--- src/rtl/pc_pkg.sv ---
// Shared types and default vectors for the program-counter sequencer.
// Holds the FSM state enum and the redirect-source encoding.
package pc_pkg;

  typedef enum logic [1:0] {
    ST_BOOT,
    ST_RUN,
    ST_WAIT,
    ST_TRAP
  } pc_state_t;

  typedef enum logic [2:0] {
    SRC_NONE,
    SRC_TRAP,
    SRC_MRET,
    SRC_JALR,
    SRC_BR
  } redir_src_t;

  localparam logic [31:0] DEF_RESET_VEC = 32'h0000_0000;
  localparam logic [31:0] DEF_TRAP_VEC  = 32'h0000_0100;

endpackage

--- src/rtl/pc_target_sel.sv ---
// Combinational redirect arbitration: trap > mret > jalr > branch.
// Flags a non-trap target that violates the fetch alignment.
module pc_target_sel
  import pc_pkg::*;
#(
  parameter int XLEN  = 32,
  parameter int C_EXT = 0
) (
  input  logic            trap_req,
  input  logic            mret,
  input  logic            jalr_en,
  input  logic            br_taken,
  input  logic [XLEN-1:0] br_target,
  input  logic [XLEN-1:0] jalr_base,
  input  logic [XLEN-1:0] jalr_imm,
  input  logic [XLEN-1:0] epc,
  output redir_src_t      src,
  output logic [XLEN-1:0] target,
  output logic            misalign
);

  logic [XLEN-1:0] jalr_sum;

  assign jalr_sum = jalr_base + jalr_imm;

  always_comb begin
    src    = SRC_NONE;
    target = br_target;
    if (trap_req) begin
      src = SRC_TRAP;
    end else if (mret) begin
      src    = SRC_MRET;
      target = epc;
    end else if (jalr_en) begin
      src    = SRC_JALR;
      target = {jalr_sum[XLEN-1:1], 1'b0};
    end else if (br_taken) begin
      src = SRC_BR;
    end
  end

  // Bit 1 only matters when compressed instructions are not supported.
  always_comb begin
    misalign = 1'b0;
    if (src != SRC_NONE && src != SRC_TRAP) begin
      misalign = target[0] | ((C_EXT == 0) & target[1]);
    end
  end

endmodule

--- src/rtl/pc_sequencer.sv ---
// Program-counter sequencer: sequential fetch, prioritised redirects,
// redirect parking while imem is busy, and trap/mret handling.
module pc_sequencer
  import pc_pkg::*;
#(
  parameter int              XLEN      = 32,
  parameter logic [XLEN-1:0] RESET_VEC = XLEN'(DEF_RESET_VEC),
  parameter logic [XLEN-1:0] TRAP_VEC  = XLEN'(DEF_TRAP_VEC),
  parameter int              C_EXT     = 0
) (
  input  logic            clk,
  input  logic            n_rst,
  input  logic            stall,
  input  logic            br_taken,
  input  logic [XLEN-1:0] br_target,
  input  logic            jalr_en,
  input  logic [XLEN-1:0] jalr_base,
  input  logic [XLEN-1:0] jalr_imm,
  input  logic            trap_req,
  input  logic            mret,
  input  logic            imem_ready,
  output logic [XLEN-1:0] pc,
  output logic            pc_valid,
  output logic [XLEN-1:0] pc_plus4,
  output logic [XLEN-1:0] epc,
  output logic            misalign
);

  pc_state_t       state_reg, state_next;
  logic [XLEN-1:0] pc_reg, pc_next;
  logic [XLEN-1:0] epc_reg, epc_next;
  logic [XLEN-1:0] pend_reg, pend_next;
  logic            misalign_reg, misalign_next;

  redir_src_t      sel_src;
  logic [XLEN-1:0] sel_target;
  logic            sel_misalign;
  logic            fire;

  pc_target_sel #(
    .XLEN  (XLEN),
    .C_EXT (C_EXT)
  ) u_target_sel (
    .trap_req  (trap_req),
    .mret      (mret),
    .jalr_en   (jalr_en),
    .br_taken  (br_taken),
    .br_target (br_target),
    .jalr_base (jalr_base),
    .jalr_imm  (jalr_imm),
    .epc       (epc_reg),
    .src       (sel_src),
    .target    (sel_target),
    .misalign  (sel_misalign)
  );

  assign pc       = pc_reg;
  assign epc      = epc_reg;
  assign misalign = misalign_reg;
  assign pc_plus4 = pc_reg + XLEN'(4);
  assign pc_valid = (state_reg == ST_RUN) || (state_reg == ST_WAIT);
  assign fire     = pc_valid & imem_ready & ~stall;

  always_comb begin
    state_next    = state_reg;
    pc_next       = pc_reg;
    epc_next      = epc_reg;
    pend_next     = pend_reg;
    misalign_next = 1'b0;
    case (state_reg)
      ST_BOOT: state_next = ST_RUN;
      ST_TRAP: begin
        pc_next    = TRAP_VEC;
        state_next = ST_RUN;
      end
      ST_RUN, ST_WAIT: begin
        // A misaligned target is converted into a trap instead of being loaded.
        if (sel_src == SRC_TRAP || sel_misalign) begin
          epc_next      = pc_reg;
          misalign_next = sel_misalign;
          state_next    = ST_TRAP;
        end else if (sel_src != SRC_NONE) begin
          if (imem_ready) begin
            pc_next    = sel_target;
            state_next = ST_RUN;
          end else begin
            pend_next  = sel_target;
            state_next = ST_WAIT;
          end
        end else if (state_reg == ST_WAIT) begin
          if (imem_ready) begin
            pc_next    = pend_reg;
            state_next = ST_RUN;
          end
        end else if (fire) begin
          pc_next = pc_plus4;
        end
      end
      default: state_next = ST_BOOT;
    endcase
  end

  always_ff @(posedge clk or negedge n_rst) begin
    if (!n_rst) begin
      state_reg    <= ST_BOOT;
      pc_reg       <= RESET_VEC;
      epc_reg      <= '0;
      pend_reg     <= '0;
      misalign_reg <= 1'b0;
    end else begin
      state_reg    <= state_next;
      pc_reg       <= pc_next;
      epc_reg      <= epc_next;
      pend_reg     <= pend_next;
      misalign_reg <= misalign_next;
    end
  end

endmodule

--- config.mk ---
export PLATFORM = sky130hd
export DESIGN_NAME = pc_sequencer
export DESIGN_NICKNAME = d
export VERILOG_FILES = /design/src/rtl/pc_pkg.sv /design/src/rtl/pc_target_sel.sv /design/src/rtl/pc_sequencer.sv
export SDC_FILE = /design/constraint.sdc
export NUM_CORES = 1
export LEC_CHECK = 0
export ABC_CLOCK_PERIOD_IN_PS = 4200
export BUFFER_PORTS_ARGS = -buffer_cell sky130_fd_sc_hd__clkbuf_2
export CAP_MARGIN = 40
export CORE_MARGIN = 2
export CORE_UTILIZATION = 58
export DETAILED_ROUTE_END_ITERATION = 8
export PLACE_DENSITY_LB_ADDON = 0.15
export SETUP_SLACK_MARGIN = 0.2
export SLEW_MARGIN = 10
export SYNTH_ARGS = -nofsm -noshare
export SYNTH_HDL_FRONTEND = slang
export SYNTH_SLANG_ARGS = --single-unit
export TNS_END_PERCENT = 100
--- constraint.sdc ---
create_clock -name clk -period 4.2 [get_ports clk]
set_clock_uncertainty 0.1 [all_clocks]
set_input_delay 0.42 -clock clk [delete_from_list [all_inputs] [get_ports clk]]
set_output_delay 0.42 -clock clk [all_outputs]
set_load 0.02 [all_outputs]
# Word-level counts from Yosys, hierarchy flattened
# Index checks and enable logic that the tools add are counted.
# totals
regBits,99
latch_bits,0
mem_bits_rw,0
rom_bits,0
inputBits,104
output_inout_bits,98
word_cells,59
memories,0
# classes
addsub,2
n_mul,0
div,0
n_lt_le_gt_ge,0
n_eq_ne,11
shift,0
mux,23
n_bitwise,6
reduce_logical,12
# ops
cell,count
32-bit two-way mux,9
32-bit one-hot mux with 2 select lines,1
"32-bit by 3-bit adder with 32-bit output, second input constant",1
32-bit adder,1
3-bit two-way mux,4
"4-bit inequality test, second input constant",3
2-bit two-way mux,5
"3-bit inequality test, second input constant",2
5-bit AND reduction,1
"2-bit == test, second input constant",2
2-bit one-hot mux with 2 select lines,1
2-bit AND reduction,2
4-bit AND reduction,1
2-bit OR reduction,2
"3-bit by 1-bit == test with 1-bit output, second input constant",1
1-bit two-way mux,3
"3-bit by 1-bit inequality test with 1-bit output, second input constant",1
1-bit inverter,3
3-bit nonzero test,1
1-bit AND,2
"2-bit by 1-bit == test with 1-bit output, second input constant",1
2-bit zero test,1
1-bit logical OR,2
"2-bit inequality test, second input constant",1
other kinds (3),3

# Longest topological paths before layout
# logic_depth
depth_word,10
mapped_depth,12

# By module
# A second synthesis with hierarchy kept.
# hier_totals
cells_unflattened,849
area_unflattened_um2,7566.0
# by_module_without_submodules
mod,n_inst,cells_each,area_each_um2
pc_sequencer,1,499,5288.8
pc_target_sel,1,350,2277.2

# Least setup slack after synthesis
# No wires, ideal clock.
# synth_timing
path_kind,input to register
start,in jalr_base[0]
end,reg pc_reg[28] (netlist: pc[28])
t_arrival_ns,2.561
t_required_ns,4.023
path_slack_ns,1.462
stages,11
path_cell_list,and2_1 -> fa_1 -> a211oi_1 -> nor3_2 -> o31ai_2 -> o21ai_2 -> a21oi_4 -> or4_1 -> a21oi_1 -> or3_1 -> a21oi_1
# synth_between
elab_chain_len,9
word_cells_on_any_way,13
# synth_lines
element,line,text
start: declaration,pc_sequencer.sv:17,"input logic [XLEN-1:0] jalr_base,"
32-bit adder *,pc_target_sel.sv:24,assign jalr_sum = jalr_base + jalr_imm;
32-bit two-way mux *,pc_target_sel.sv:34,end else if (jalr_en) begin
32-bit two-way mux *,pc_target_sel.sv:31,end else if (mret) begin
32-bit two-way mux *,pc_target_sel.sv:29,if (trap_req) begin
1-bit OR,pc_target_sel.sv:46,misalign = target[0] | ((C_EXT == 0) & target[1]);
1-bit two-way mux,pc_target_sel.sv:45,if (src != SRC_NONE && src != SRC_TRAP) begin
1-bit logical OR,pc_sequencer.sv:78,if (sel_src == SRC_TRAP || sel_misalign) begin
2-bit inequality test (no line),-,
5-bit AND reduction (no line),-,
end signal: assignment,pc_sequencer.sv:112,pc_reg <= pc_next;
end: declaration,pc_sequencer.sv:30,"logic [XLEN-1:0] pc_reg, pc_next;"
# Every way passes the cells marked *; elsewhere a longest branch is shown, timed or not. The select of a mux whose other input is x is not followed.
# A chain may end at the register's enable or synchronous reset.

# Final worst setup path
# layout_timing
start,reg pc_reg[2] (netlist: pc[2])
end,out pc_plus4[26]
# layout_between
elab_chain_len,1
# layout_lines
element,line,text
32-bit by 3-bit adder with 32-bit output,pc_sequencer.sv:60,assign pc_plus4 = pc_reg + XLEN'(4);
end: declaration,pc_sequencer.sv:24,"output logic [XLEN-1:0] pc_plus4,"
# No other way between the ends.

==> flow_summary.toml <==
[clock_tree]
hold_buffers = 1
worstSkewPairLatency_ps = 350
cts.sinks = 99
cts_tree = "built"
cts-htree-levels = 3
numCtsBuffers = 9
cts_root_buf = "clkbuf_16"
clk_pin_slew_worst_paths_ps = 70
cts_setup_buffers = 0
cts_resized = 0
cts_max_path_buffers = 2

[synth]
synth_fp_nets = 938
yosysTopAreaCell = "dfrtp_1"
yosysMostFrequentCell = "dfrtp_1"
synth_edf_count = 0
syn-cell-area_um2 = 7160
yosys-top-cells-area = "dfrtp_1 (35%), ha_1 (5.9%), mux2_2 (5.8%), nand2_1 (4.8%), o21ai_0 (4.6%)"
synth_area_per_cell_um2 = 8.97
yosysWarnings = 0
synth_cell_types = 75
synth_top_cell_area_share_pct = 34.6
synth.yosys.seq_area_share_pct = 34.6
synth_cells = 799
ys_ff_latch = 99
synthTopCellsByCount = "dfrtp_1 (99), nand2_1 (92), o21ai_0 (66)"
async_flop_share_pct = 100
synthFlopType = "dfrtp_1"

[timing]
fin_tns_setup_ps = 0
rsz0062_at_grt = "false"
fin_crit_sh_pct = 75.4
setup_viol = 0
drv_slew = 0
worst_pin_slew_ps = 878
hold_viol = 0
finalWorstSetupSlack_ps = 1030
fmax_ghz = 0.316
max-slew-margin-rel_pct = 41.5
post-route-min-period_ps = 3170

[floorplanning]
ios = 202
start_util_pct = 59.6
die-area_um2 = 13300
die_h_um = 115
num_rows = 40
core-area_um2 = 12000
die_w_um = 115

[drt]
dr.pass1.iters = 8
drc = 0
vias = 7275
avgViaCountPerCell = 6.40
drtIter0Drc = 772
drtAntennaViolNets = 0
drt_wl_total_um = 22400
wl_per_cell_um = 19.7

[placed_design]
placedCellCount = 1119
placed_area_um2 = 8270
pre_cts_ws_ps = 936
hpwlAfterDp_um = 16700
port_buffers = 201
place.gp.congestion = 0.932

[layout]
drive_gt1_share_pct = 29.6
fillers = 982
fin_cells = 1136
syn2layout_area_growth_pct = 20.0
diodes = 0
final_util_pct = 71.6
final_area_um2 = 8600
nets = 1123

[setup_path]
path_max_fanout = 6
cp.required_ps = 3680
slowest_delay_ps = 460
cp_top_family = "simple AND/OR/NAND/NOR gates"
critPathCaptureType = "primary output"
crit_path_start = "pc[2]"
cp_num_buf_inv = 2
crit_chain = "ha_1 > nand3_1 > nor3_2 > buf_4 > nand2_1 > nor2_2 > and3_1 > xor2_1 > clkbuf_2"
r2r-end = "pc[31]"
regToRegStartpoint = "state_reg[0]"
arrival_ps = 2650
crit_end = "pc_plus4[26]"
cp_slowest_cell = "dfrtp_1"
crit_cells = 9
r2r_cells = 9
r2r_slack_ps = 1340
critPathLaunchType = "register"
path_class = "reg2out"

[global_route]
grt_max_degree = 51
grt_pass1_vias = 6672
antenna_found_initial = 0
grt_use_total_pct = 33.7
overflow = 0
grt_pass1_wl_um = 34700

[hold_path]
min_from = "br_target[11]"
hold_path_class = "in2reg"

[flow_run]
cap_violations = 0

[run_status]
status = "finished clean"

[pwr]
ir_drop_mv = 0.283
cellPowerDensity_nw_per_um2 = 614
p_leak_nw = 4.07
==> layout by cell type, fill, tap and decap left out, types with 18 or more instances in the layout <==
cell type / netlist / layout
ha_1: 34 / 34
nand3_1: 18 / 18
nand2_1: 92 / 92
o21ai_0: 66 / 65
mux2_2: 37 / 37
xor2_1: 21 / 21
nor2_1: 49 / 49
dfrtp_1: 99 / 99
a21oi_1: 50 / 50
xnor2_1: 31 / 31
clkbuf_2: 0 / 200
==> power breakdown <==
| part | switching [mW] | internal (mW) | total [mW] |
|---|---|---|---|
| sequential | 0.428 | 1.36 | 1.79 |
| combinational | 1.61 | 1.02 | 2.63 |
| clock | 0.383 | 0.485 | 0.868 |
| total | 2.42 | 2.86 | 5.28 |
==> tightest hold or removal path, delay by kind of cell <==
family          cells  cell delay, ps
compound gates      2             210
buf+inv             1             100
==> layout make-up <==
type / instances / area (µm²) / area share [%]
multi-input combinational: 639 / 4390 / 51.1
sequential: 99 / 2480 / 28.8
timing repair buffer: 217 / 1160 / 13.5
clock buffer: 10 / 239 / 2.78
tap: 147 / 184 / 2.14
clock inverter: 6 / 72.6 / 0.844
inverter: 18 / 67.6 / 0.786
==> worst min path at each step <==
| stage | end | slack [ps] | cells after the start |
|---|---|---|---|
| after detailed placement | epc[4] | 270 | 1 |
| after global placement | pend_reg[9] | 350 | 2 |
| after floorplan | epc[0] | 20 | 0 |
| after global routing | pend_reg[11] | 360 | 3 |
| after CTS | pend_reg[11] | 320 | 3 |
| final | pend_reg[11] | 320 | 3 |
==> routing by layer <==
| metal | track usage [%] | routed length, µm | up-vias |
|---|---|---|---|
| met5 | 0 | 0 | - |
| met4 | 12.9 | 590 | 0 |
| met3 | 4.32 | 2360 | 48 |
| met2 | 51.9 | 10300 | 399 |
| met1 | 48.8 | 9200 | 3465 |
| li1 | - | - | 3363 |
==> stage by stage <==
stage	hold slack [ps]	power, mW
2_1_floorplan	24.4	3.48
5_1_grt	361	5.58
4_1_cts	316	5.25
3_3_place_gp	355	4.31
3_5_place_dp	267	4.38
6_report	318	5.28
==> logic make-up (layout without fill, tap and decap cells) <==
kind of cell | Yosys count | count (layout) | synth area share (%)
AO/OA/AOI/OAI | 280 | 280 | 26.6
AND/OR/NAND/NOR | 231 | 231 | 15.5
flip-flops | 99 | 99 | 34.6
buffers and inverters | 61 | 251 | 4.35
XOR/XNOR | 52 | 52 | 6.36
multiplexers | 41 | 41 | 6.39
adder cells (fa/ha/maj) | 35 | 35 | 6.22
No activity file was read; power rests on OpenSTA's default activity.
